--- src/rtl/mux_pkg.sv ---
// Shared constants and types for the MUX board interrupt controller.
package mux_pkg;

    // CPU register window indices.
    localparam logic [4:0] ADDR_ENABLE     = 5'd0;
    localparam logic [4:0] ADDR_LEVEL      = 5'd1;
    localparam logic [4:0] ADDR_CAUSE      = 5'd2;
    localparam logic [4:0] ADDR_PENDING    = 5'd3;
    localparam logic [4:0] ADDR_GLOBAL_OFF = 5'd13;
    localparam logic [4:0] ADDR_GLOBAL_ON  = 5'd14;
    localparam logic [4:0] ADDR_CLEAR_ALL  = 5'd15;

    // Cause register layout: {valid, 4'b0, type, ch[1:0]}.
    localparam int CAUSE_VALID_BIT = 7;
    localparam int CAUSE_TYPE_BIT  = 2;
    localparam int CAUSE_CH_LSB    = 0;
    localparam int CAUSE_CH_WIDTH  = 2;

    // Enable/pending byte layout: rx channels in the low nibble, tx in the high nibble.
    localparam int TX_BYTE_OFFSET = 4;

    // Arbiter FSM states.
    typedef enum logic [1:0] {
        ST_IDLE    = 2'd0,
        ST_SCAN    = 2'd1,
        ST_REQUEST = 2'd2,
        ST_SERVICE = 2'd3
    } mux_state_e;

    // Interrupt level after reset or a clear-all write.
    localparam logic [7:0] LEVEL_RESET = 8'h00;

endpackage

--- src/rtl/mux_rr_picker.sv ---
// Combinational round-robin first-one finder: returns the first set bit of
// req found by walking upward from start and wrapping modulo WIDTH.
module mux_rr_picker
#(
    parameter int WIDTH = 8,
    parameter int IDX_W = $clog2(WIDTH)
) (
    input  logic [WIDTH-1:0] req,
    input  logic [IDX_W-1:0] start,
    output logic             found,
    output logic [IDX_W-1:0] index
);

    logic [IDX_W-1:0] probe;

    // Walk offsets from farthest to nearest so the nearest hit is the one kept.
    always_comb begin
        found = 1'b0;
        index = '0;
        probe = '0;
        for (int off = WIDTH - 1; off >= 0; off--) begin
            probe = IDX_W'((int'(start) + off) % WIDTH);
            if (req[probe]) begin
                found = 1'b1;
                index = probe;
            end
        end
    end

endmodule

--- src/rtl/mux_int_arbiter.sv ---
// Interrupt controller for the serial multiplexer board. Latches rx-ready and
// tx-idle edges from the UART channels as pending sources, grants one enabled
// source round-robin, raises int_reqn until the CPU acknowledges, and exposes
// the cause through a small register window.
//
// Handshake: int_reqn is held low with irq_number valid for as long as the FSM
// is in REQUEST; the CPU accepts by pulsing int_ack for one cycle, which is
// honoured only while the request is up and the granted source is still
// eligible. The CPU then reads the cause register to retire the source.
module mux_int_arbiter
    import mux_pkg::*;
#(
    parameter int NUM_CHANNELS = 4,
    parameter int LEVEL_WIDTH  = 4
) (
    input  logic                    cpu_clock,
    input  logic                    reset,
    input  logic [NUM_CHANNELS-1:0] rx_ready,
    input  logic [NUM_CHANNELS-1:0] tx_idle,
    input  logic                    selected,
    input  logic [4:0]              address,
    input  logic                    write_en,
    input  logic [7:0]              data_in,
    output logic [7:0]              data_out,
    input  logic                    int_ack,
    output logic                    int_reqn,
    output logic [LEVEL_WIDTH-1:0]  irq_number,
    output mux_state_e              fsm_state
);

    localparam int NUM_SOURCES = 2 * NUM_CHANNELS;
    localparam int IDX_W       = $clog2(NUM_SOURCES);
    localparam logic [IDX_W-1:0] LAST_IDX = IDX_W'(NUM_SOURCES - 1);

    mux_state_e state, state_next;

    // Source vectors use k = 2*ch + type (type 0 = rx, 1 = tx).
    logic [NUM_SOURCES-1:0] src_level, src_prev, rise;
    logic [NUM_SOURCES-1:0] pending, enable, eligible;
    logic [NUM_SOURCES-1:0] wr_vec, clear_vec, served_vec;
    logic [7:0]             enable_byte, pending_byte, cause_byte, read_byte;
    logic [LEVEL_WIDTH-1:0] level;
    logic                   global_en, valid;
    logic [IDX_W-1:0]       grant, last_grant, start_idx, pick_index;
    logic                   pick_found;

    logic cpu_read, cpu_write;
    logic wr_enable, wr_level, wr_pending, wr_global_off, wr_global_on, wr_clear_all;
    logic cause_hit, granted_w1c;
    logic load_grant, set_valid, clr_valid;

    assign cpu_read      = selected && !write_en;
    assign cpu_write     = selected && write_en;
    assign wr_enable     = cpu_write && (address == ADDR_ENABLE);
    assign wr_level      = cpu_write && (address == ADDR_LEVEL);
    assign wr_pending    = cpu_write && (address == ADDR_PENDING);
    assign wr_global_off = cpu_write && (address == ADDR_GLOBAL_OFF);
    assign wr_global_on  = cpu_write && (address == ADDR_GLOBAL_ON);
    assign wr_clear_all  = cpu_write && (address == ADDR_CLEAR_ALL);

    assign rise        = src_level & ~src_prev;
    assign eligible    = pending & enable & {NUM_SOURCES{global_en}};
    assign cause_hit   = cpu_read && (address == ADDR_CAUSE) && valid;
    assign granted_w1c = wr_pending && wr_vec[grant];
    assign clear_vec   = (wr_pending ? wr_vec : '0) | served_vec;
    assign start_idx   = (last_grant == LAST_IDX) ? '0 : last_grant + 1'b1;
    assign fsm_state   = state;

    // Translate between the k-indexed source order and the rx-low/tx-high byte layout.
    always_comb begin
        src_level    = '0;
        wr_vec       = '0;
        enable_byte  = '0;
        pending_byte = '0;
        for (int ch = 0; ch < NUM_CHANNELS; ch++) begin
            src_level[2*ch]                   = rx_ready[ch];
            src_level[2*ch+1]                 = tx_idle[ch];
            wr_vec[2*ch]                      = data_in[ch];
            wr_vec[2*ch+1]                    = data_in[TX_BYTE_OFFSET+ch];
            enable_byte[ch]                   = enable[2*ch];
            enable_byte[TX_BYTE_OFFSET+ch]    = enable[2*ch+1];
            pending_byte[ch]                  = pending[2*ch];
            pending_byte[TX_BYTE_OFFSET+ch]   = pending[2*ch+1];
        end
    end

    // One-hot of the granted source, asserted when a cause read retires it.
    always_comb begin
        served_vec        = '0;
        served_vec[grant] = cause_hit;
    end

    // Cause register contents; reads as zero whenever no cause is held.
    always_comb begin
        cause_byte = '0;
        if (valid) begin
            cause_byte[CAUSE_VALID_BIT]                      = 1'b1;
            cause_byte[CAUSE_TYPE_BIT]                       = grant[0];
            cause_byte[CAUSE_CH_LSB +: CAUSE_CH_WIDTH]       = CAUSE_CH_WIDTH'(grant >> 1);
        end
    end

    // CPU read mux; unmapped indices return zero.
    always_comb begin
        read_byte = '0;
        case (address)
            ADDR_ENABLE:  read_byte = enable_byte;
            ADDR_LEVEL:   read_byte = 8'(level);
            ADDR_CAUSE:   read_byte = cause_byte;
            ADDR_PENDING: read_byte = pending_byte;
            default:      read_byte = '0;
        endcase
    end

    mux_rr_picker #(
        .WIDTH (NUM_SOURCES),
        .IDX_W (IDX_W)
    ) u_picker (
        .req   (eligible),
        .start (start_idx),
        .found (pick_found),
        .index (pick_index)
    );

    // FSM state register.
    always_ff @(posedge cpu_clock) begin
        if (reset) state <= ST_IDLE;
        else       state <= state_next;
    end

    // FSM next-state, control strobes and interrupt outputs.
    always_comb begin
        state_next = state;
        load_grant = 1'b0;
        set_valid  = 1'b0;
        clr_valid  = 1'b0;
        int_reqn   = 1'b1;
        irq_number = '0;
        case (state)
            ST_IDLE: begin
                if (|eligible) state_next = ST_SCAN;
            end
            ST_SCAN: begin
                // Eligibility may vanish between IDLE and SCAN; fall back if so.
                if (pick_found) begin
                    load_grant = 1'b1;
                    state_next = ST_REQUEST;
                end else begin
                    state_next = ST_IDLE;
                end
            end
            ST_REQUEST: begin
                int_reqn   = 1'b0;
                irq_number = level;
                // Losing eligibility beats a coincident acknowledge.
                if (!eligible[grant]) begin
                    state_next = ST_IDLE;
                end else if (int_ack) begin
                    set_valid  = 1'b1;
                    state_next = ST_SERVICE;
                end
            end
            ST_SERVICE: begin
                if (cause_hit || granted_w1c) begin
                    clr_valid  = 1'b1;
                    state_next = ST_IDLE;
                end
            end
            default: state_next = ST_IDLE;
        endcase
        if (wr_clear_all) state_next = ST_IDLE;
    end

    // Edge history, CPU-visible registers, grant bookkeeping and read data.
    always_ff @(posedge cpu_clock) begin
        if (reset) begin
            src_prev   <= '0;
            pending    <= '0;
            enable     <= '0;
            level      <= LEVEL_WIDTH'(LEVEL_RESET);
            global_en  <= 1'b0;
            valid      <= 1'b0;
            grant      <= '0;
            last_grant <= LAST_IDX;
            data_out   <= '0;
        end else begin
            src_prev <= src_level;
            if (wr_clear_all) begin
                // New edges still land so no event is lost across a clear-all.
                pending   <= rise;
                enable    <= '0;
                level     <= LEVEL_WIDTH'(LEVEL_RESET);
                global_en <= 1'b0;
                valid     <= 1'b0;
            end else begin
                // Set wins over a same-cycle clear.
                pending <= (pending & ~clear_vec) | rise;
                if (wr_enable)          enable    <= wr_vec;
                if (wr_level)           level     <= data_in[LEVEL_WIDTH-1:0];
                if (wr_global_off)      global_en <= 1'b0;
                else if (wr_global_on)  global_en <= 1'b1;
                if (set_valid)          valid     <= 1'b1;
                else if (clr_valid)     valid     <= 1'b0;
            end
            if (load_grant) begin
                grant      <= pick_index;
                last_grant <= pick_index;
            end
            if (cpu_read) data_out <= read_byte;
        end
    end

endmodule

--- config.mk ---
export PLATFORM = sky130hd
export DESIGN_NAME = mux_int_arbiter
export DESIGN_NICKNAME = d
export VERILOG_FILES = /design/src/rtl/mux_pkg.sv /design/src/rtl/mux_rr_picker.sv /design/src/rtl/mux_int_arbiter.sv
export SDC_FILE = /design/constraint.sdc
export NUM_CORES = 1
export LEC_CHECK = 0
export ABC_CLOCK_PERIOD_IN_PS = 5300
export BUFFER_PORTS_ARGS = -buffer_cell sky130_fd_sc_hd__buf_4
export CAP_MARGIN = 5
export CORE_MARGIN = 2
export CORE_UTILIZATION = 40
export DETAILED_ROUTE_END_ITERATION = 6
export SETUP_SLACK_MARGIN = 0.1
export SYNTH_ARGS = -nofsm -noshare
export SYNTH_HDL_FRONTEND = slang
export SYNTH_HIERARCHICAL = 1
export SYNTH_SLANG_ARGS = --single-unit
--- constraint.sdc ---
create_clock -name cpu_clock -period 5.3 [get_ports cpu_clock]
set_input_delay 0.795 -clock cpu_clock [delete_from_list [all_inputs] [get_ports cpu_clock]]
set_output_delay 0.795 -clock cpu_clock [all_outputs]
set_load 0.02 [all_outputs]
==> results of run 1 <==
## power groups by stage
stage / Clock, uW / Combinational (uW) / Sequential [uW]
floorplan: 0 / 29.5 / 369
global placement: 0 / 51.5 / 374
detailed placement: 0 / 52.4 / 374
CTS: 221 / 52.4 / 365
global route: 241 / 56.8 / 368
finish: 219 / 52.1 / 366
## sequential cells by signal, indices dropped and copies added (netlist names)
name / count
data_out: 8
enable: 8
pending: 8
src_prev: 8
level: 4
grant: 3
last_grant: 3
fsm_state: 2
global_en: 1
valid: 1
## cells in the mapped netlist, types with 5 or more instances
library cell / n
a32o_1: 7
a31oi_1: 7
mux4_2: 9
nor2_1: 32
nor2b_1: 18
nand2_1: 22
mux2i_1: 19
a22oi_1: 15
a32oi_1: 5
mux2_2: 6
a21oi_1: 15
dfxtp_1: 46
inv_1: 14
buf_2: 7
clkbuf_1: 9
and3_1: 10
and2_1: 7
mux4_1: 5
## worst max-delay path: cells and delay by family (launching register included)
kind | cells | cell delay [ns]
AOI/OAI and AO/OA | 5 | 1.14
and+or+nand+nor | 2 | 0.21
adders and majority gates | 2 | 1.17
muxes | 1 | 0.45
buffers and inverters | 1 | 0.25
DFF | 1 | 0.34
## worst paths after layout
path | from | end
worst max-delay path | last_grant[0] | grant[2]
worst min-delay path | src_prev[1] | pending[1]
worst max register to register | last_grant[0] | grant[2]
worst min register to register | src_prev[1] | pending[1]
## cell type report
cell class,instances,area [um^2]
Clock inverter,2,13.8
Timing Repair Buffer,41,308
Tap cell,99,124
Fill cell,732,3860
Inverter,14,52.6
Sequential cell,46,921
Multi-Input combinational cell,249,1940
Clock buffer,6,72.6
## stage by stage
step,worst slack [ns],hold WS (ns)
CTS,1.74,0.481
detailed placement,1.77,0.460
global placement,1.89,0.450
finish,1.69,0.476
floorplan,1.94,0.441
global route,1.33,0.498
## logic make-up (layout without fill, tap and decap cells)
| group | after synthesis | count (layout) | share of synthesized area, % |
|---|---|---|---|
| buffers and inverters | 34 | 63 | 5.14 |
| adders and majority gates | 4 | 4 | 1.66 |
| xor gates and xnor gates | 3 | 3 | 0.870 |
| DFF | 46 | 46 | 30.5 |
| muxes | 41 | 41 | 20.5 |
| and+or+nand+nor | 120 | 120 | 21.7 |
| AOI/OAI and AO/OA | 81 | 81 | 19.7 |
## metal layers
| layer | GRT usage (%) | wire length, um | vias up |
|---|---|---|---|
| met2 | 27.4 | 3460 | 87 |
| met3 | 4.51 | 597 | 4 |
| li1 | - | - | 1296 |
| met5 | 0 | 0 | - |
| met4 | 5.30 | 59 | 0 |
| met1 | 28.4 | 3740 | 1298 |
==> impl_results.md, run 1 <==
* Status: completed
* Via count at 2685
* Nets@finish at between 300 and 400
* Placed cell count at around 450
* CTS sink cnt at 46
* TritonRoute pass-1 iters at 4
* Hold/Removal Path Class: flop to flop
* Lkg Pwr at between 0.001 and 0.0015 uW
* Rows at 31
* Startpoint types: flop
* Pwr Total at between 600 and 700 uW
* Cells along the critical path: ha_1 > inv_1 > ha_1 > mux4_1 > a21oi_1 > o211ai_1 > a211oi_1 > nor4b_1 > o22ai_1 > nand2_1 > a21oi_1
* Fin. max-slew vios at 0
* Final Setup Violations at 0
* Syn nets at approximately 360
* Setup CP Type: flop to flop
* WP data arrival at 3.85 ns
* Post-synthesis average cell area at 9.18 um^2
* Leading area contributor after synthesis: dfxtp_1
* Cells after Synth at 329
* CP Data Required Time at 5.54 ns
* Top cell type's share of synthesized area at a little under a third
* Initial antenna violation count at 0
* Share of post-route cells with drive strength above 1 at between 10% and 20%
* RSZ-0062 raised after global routing: no
* Number of global-route vias before repair at 2408
* Worst Clk Skew at 0.00876 ns
* Grt ovf at 0
* Final Hold Viols at 0
* Cell variety after synth at slightly above 60
* Gp weighted congestion at 0.883
* Clock root buffer: clkbuf_8
* Most common cell after layout, fill and taps aside: dfxtp_1
* CP max FO at 15
* Pint at 476 uW
* Antenna Cells at 0
* # IOs at 41
* R2r setup slk at 1.69 ns
* First-pass GRT wire length at 12.6 mm
* Worst reg2reg path depth at 11
* Final worst-path cycle share at 68.2%
* VDD IR max at 0.110 mV
* Hold-fix buffers, CTS at 0
* Fin Setup TNS at 0 ns
* Sequential share of the synthesized area at 30.5%
* Worst-margin pin slew at between 0.7 and 0.8 ns
* Post-CTS sizing at 0
* # DRC at 0
* Final HPWL DP at 5.97 mm
* Comb power frac at 8.2%
* Area of the core at 7290 um^2
* Die area at 8260 um^2
* Pin count of the biggest net entering global routing at 26
* Sw Ratio at 25.3%
* DR vias/cell at 5.88
* Later-pin clock latency in the skew report at approximately 0.31 ns
* Hold Path Cell Cnt at 2
* CTS tree: yes
* Die Wd at 90.9 um
* Synthesis-to-layout area growth at 13.8%
* Cell Area, Placed at 3350 um^2
* Commonest cells after routing, fill and taps aside: 46 x dfxtp_1, 41 x buf_4, 32 x nor2_1
* Clock Power Share at ~34%
* Max Buffers Root-to-Sink at 2
* Asr flop ratio synth at 0%
* CP max-delay cell: ha_1
* Wire per inst at 17.2 um
* Cell Area, Synth at 3020 um^2
* Largest cells by area after synthesis: dfxtp_1 30%, mux4_2 6.7%, mux2i_1 6.3%, mux4_1 4.3%, nor2_1 4.0%
* CP peak stage delay at 0.66 ns
* First DRT Iteration DRCs at 205
* Max-Cap Viols at 0
* Starting Density at about two fifths
* Net switching power at between 150 and 200 uW
* CTS HTree Levels at 2
* Final core utilization at 47.1%
* PwrDens at around 190 nW/um^2
* Die Y at 90.9 um
* Non-Filler Instances at 457
* Final instance area at 3440 um^2
* Worst-path clk slew at about 0.090 ns
* Post-route antenna net violation count at 0
* Yosys warning count at 6
* Synth Register Bits at 46
* GRT Total Usage at 19.1%
* Synth Flop Type: dfxtp_1
* Fmax at 277 MHz
* Tmin final at between 3 and 4 ns
* Slew HR at slightly below 50%
* PortBufs at 40
* Post-CTS Setup Bufs at 0
* Number of synthesized flops with an enable pin at 0
* Seq pwr share at 57.5%
* DRT Wirelength at 7.85 mm
* CTS buffer count at 5
* Worst setup EP type: flop
No activity file was read; power rests on OpenSTA's default activity.
==> run 2: changes to the inputs <==
--- a/config.mk
+++ b/config.mk
@@ -5,7 +5,7 @@
 export SDC_FILE = /design/constraint.sdc
 export NUM_CORES = 1
 export LEC_CHECK = 0
-export ABC_CLOCK_PERIOD_IN_PS = 5300
+export ABC_CLOCK_PERIOD_IN_PS = 3650
 export BUFFER_PORTS_ARGS = -buffer_cell sky130_fd_sc_hd__buf_4
 export CAP_MARGIN = 5
 export CORE_MARGIN = 2
==> constraint.sdc (replaced) <==
create_clock -name cpu_clock -period 3.65 [get_ports cpu_clock]
set_input_delay 0.5475 -clock cpu_clock [delete_from_list [all_inputs] [get_ports cpu_clock]]
set_output_delay 0.5475 -clock cpu_clock [all_outputs]
set_load 0.02 [all_outputs]
==> run 2 against run 1 <==
Net effect:
- critical path depth rose by 2
- global-route usage is 0.38 points higher
- sequential power increased by 45%
- critical endpoint unchanged
- largest cell class unchanged
==> impl_results.md, run 2 (synthesis gave the netlist of run 1 again) <==
* CP max FO at 9
* PortBufs at 40
* Final worst-path cycle share at 85.6%
* RSZ-0062 raised after global routing: no
* Worst-margin pin slew at 0.715 ns
* TritonRoute pass-1 iters at 4
* Hold Path Cell Cnt at 2
* Crit path buffers/inverters at 1
* RR Endpoint: grant[2]
* DR vias/cell at 5.75
* # DRC at 0
* Gp weighted congestion at slightly below 0.9
* WP data arrival at about 3.4 ns
* Pwr Total at 998 uW
* Share of post-route cells with drive strength above 1 at 20.1%
* Final HPWL DP at ~6 mm
* Nets@finish at between 300 and 400
* Final Hold Viols at 0
* PwrDens at 288 nW/um^2
* VDD IR max at 0.156 mV
* # IOs at 41
* CP peak stage delay at roughly 0.45 ns
* Hold/Removal Path Class: flop to flop
* CP Data Required Time at a little under 4 ns
* Worst Hold Launch: src_prev[3]
* Cell Area, Placed at 3360 um^2
* CTS tree: yes
* Most common cell after layout, fill and taps aside: dfxtp_1
* Hold path endpoint: pending[3]
* Comb power frac at ~7.6%
* GRT Total Usage at 19.5%
* Cells along the critical path: ha_1 > ha_1 > nor2_1 > inv_1 > ha_1 > mux4_1 > a21oi_1 > o211ai_1 > a211oi_1 > nor4b_1 > o22ai_1 > nand2_1 > a21oi_1
* Commonest cells after routing, fill and taps aside: 46 x dfxtp_1, 42 x buf_4, 32 x nor2_1
* Die Y at around 91 um
* Wire per inst at 17.3 um
* Clock root buffer: clkbuf_8
* Post-CTS sizing at 0
* CTS HTree Levels at 2
* Later-pin clock latency in the skew report at about 0.30 ns
* Hold-fix buffers, CTS at 0
* Lkg Pwr at 0.00142 uW
* Antenna Cells at 0
* CTS sink cnt at 46
* Rows at 31
* Fin. max-slew vios at 0
* Final Setup Violations at 0
* CP max-delay cell: ha_1
* Slew HR at 52.4%
* Seq pwr share at 53.2%
* Worst-path clk slew at 0.09 ns
* Fmax at 320 MHz
* Post-route antenna net violation count at 0
* Pin count of the biggest net entering global routing at 26
* CP dominant cell by count: ha_1
* Grt ovf at 0
* Placed cell count at 450
* # fillers at 733
* Initial antenna violation count at 0
* Via count at 2635
* Worst reg2reg path depth at 13
* Post-CTS Setup Bufs at 0
* Tmin final at about 3.1 ns
* Pint at 761 uW
* Worst Clk Skew at between 0.008 and 0.009 ns
* Setup CP Type: flop to flop
* Sw Ratio at 23.8%
* First-pass GRT wire length at approximately 13 mm
* Starting Density at approximately two fifths
* Final instance area at 3470 um^2
* Fin Setup TNS at 0 ns
* Worst setup EP type: flop
* Net switching power at 238 uW
* DRT Wirelength at a little under 8 mm
* Number of global-route vias before repair at 2490
* Max Buffers Root-to-Sink at 2
* R2r setup slk at approximately 0.53 ns
* CTS buffer count at 5
* Die Wd at 90.9 um
* Non-Filler Instances at about 460
* Status: completed
* Area of the core at 7290 um^2
* Startpoint types: flop
* Worst R2R Start: last_grant[0]
* CP top delay family: compound AO/OA/AOI/OAI gates
* Clock Power Share at between 30% and 40%
* Die area at 8260 um^2
* Max-Cap Viols at 0
* Synthesis-to-layout area growth at 14.9%
* First DRT Iteration DRCs at between 150 and 200
* Final core utilization at 47.6%
[run 2: cell type report]
class	count	area, um^2	area share, %
inverter	14	52.6	1.51
clock inverter	3	43.8	1.26
tap	99	124	3.57
sequential	46	921	26.5
clock buffer	5	68.8	1.98
multi-input combinational	249	1940	56.0
timing repair buffer	42	315	9.09
[run 2: metal layers]
metal | up-vias | share of wire [%] | GRT usage, %
met2 | 90 | 45 | 31.2
met5 | - | 0 | 0
li1 | 1297 | - | -
met1 | 1246 | 48 | 27.9
met3 | 2 | 6.3 | 3.17
met4 | 0 | 0.30 | 3.66
[run 2: metrics by stage]
step | hold WS [ns] | worst slack, ns
6_report | 0.481 | 0.525
5_1_grt | 0.500 | 0.216
4_1_cts | 0.484 | 0.547
3_5_place_dp | 0.462 | 0.562
3_3_place_gp | 0.449 | 0.627
2_1_floorplan | 0.441 | 0.287
[run 2: worst max path at each step]
stage          depth (start not counted)  slack [ns]           from        to
2_1_floorplan                         15        0.29  last_grant[0]  grant[0]
3_3_place_gp                          13        0.63  last_grant[0]  grant[0]
3_5_place_dp                          13        0.56  last_grant[0]  grant[0]
4_1_cts                               13        0.55  last_grant[0]  grant[0]
5_1_grt                               13        0.22  last_grant[0]  grant[2]
6_report                              13        0.53  last_grant[0]  grant[2]
[run 2: worst min-delay path: cells and delay by family, from the launching register on]
family	cells	cell delay (ns)
flops	1	0.30
compound gates	1	0.11
buf+inv	1	0.04
[run 2: power groups by stage]
| stage | Sequential [uW] | Clock [uW] | Combinational, uW |
|---|---|---|---|
| 4_1_cts | 531 | 404 | 76.8 |
| 3_3_place_gp | 542 | 0 | 75.4 |
| 3_5_place_dp | 542 | 0 | 76.8 |
| 6_report | 531 | 391 | 76.2 |
| 5_1_grt | 533 | 422 | 83.9 |
| 2_1_floorplan | 536 | 0 | 42.9 |
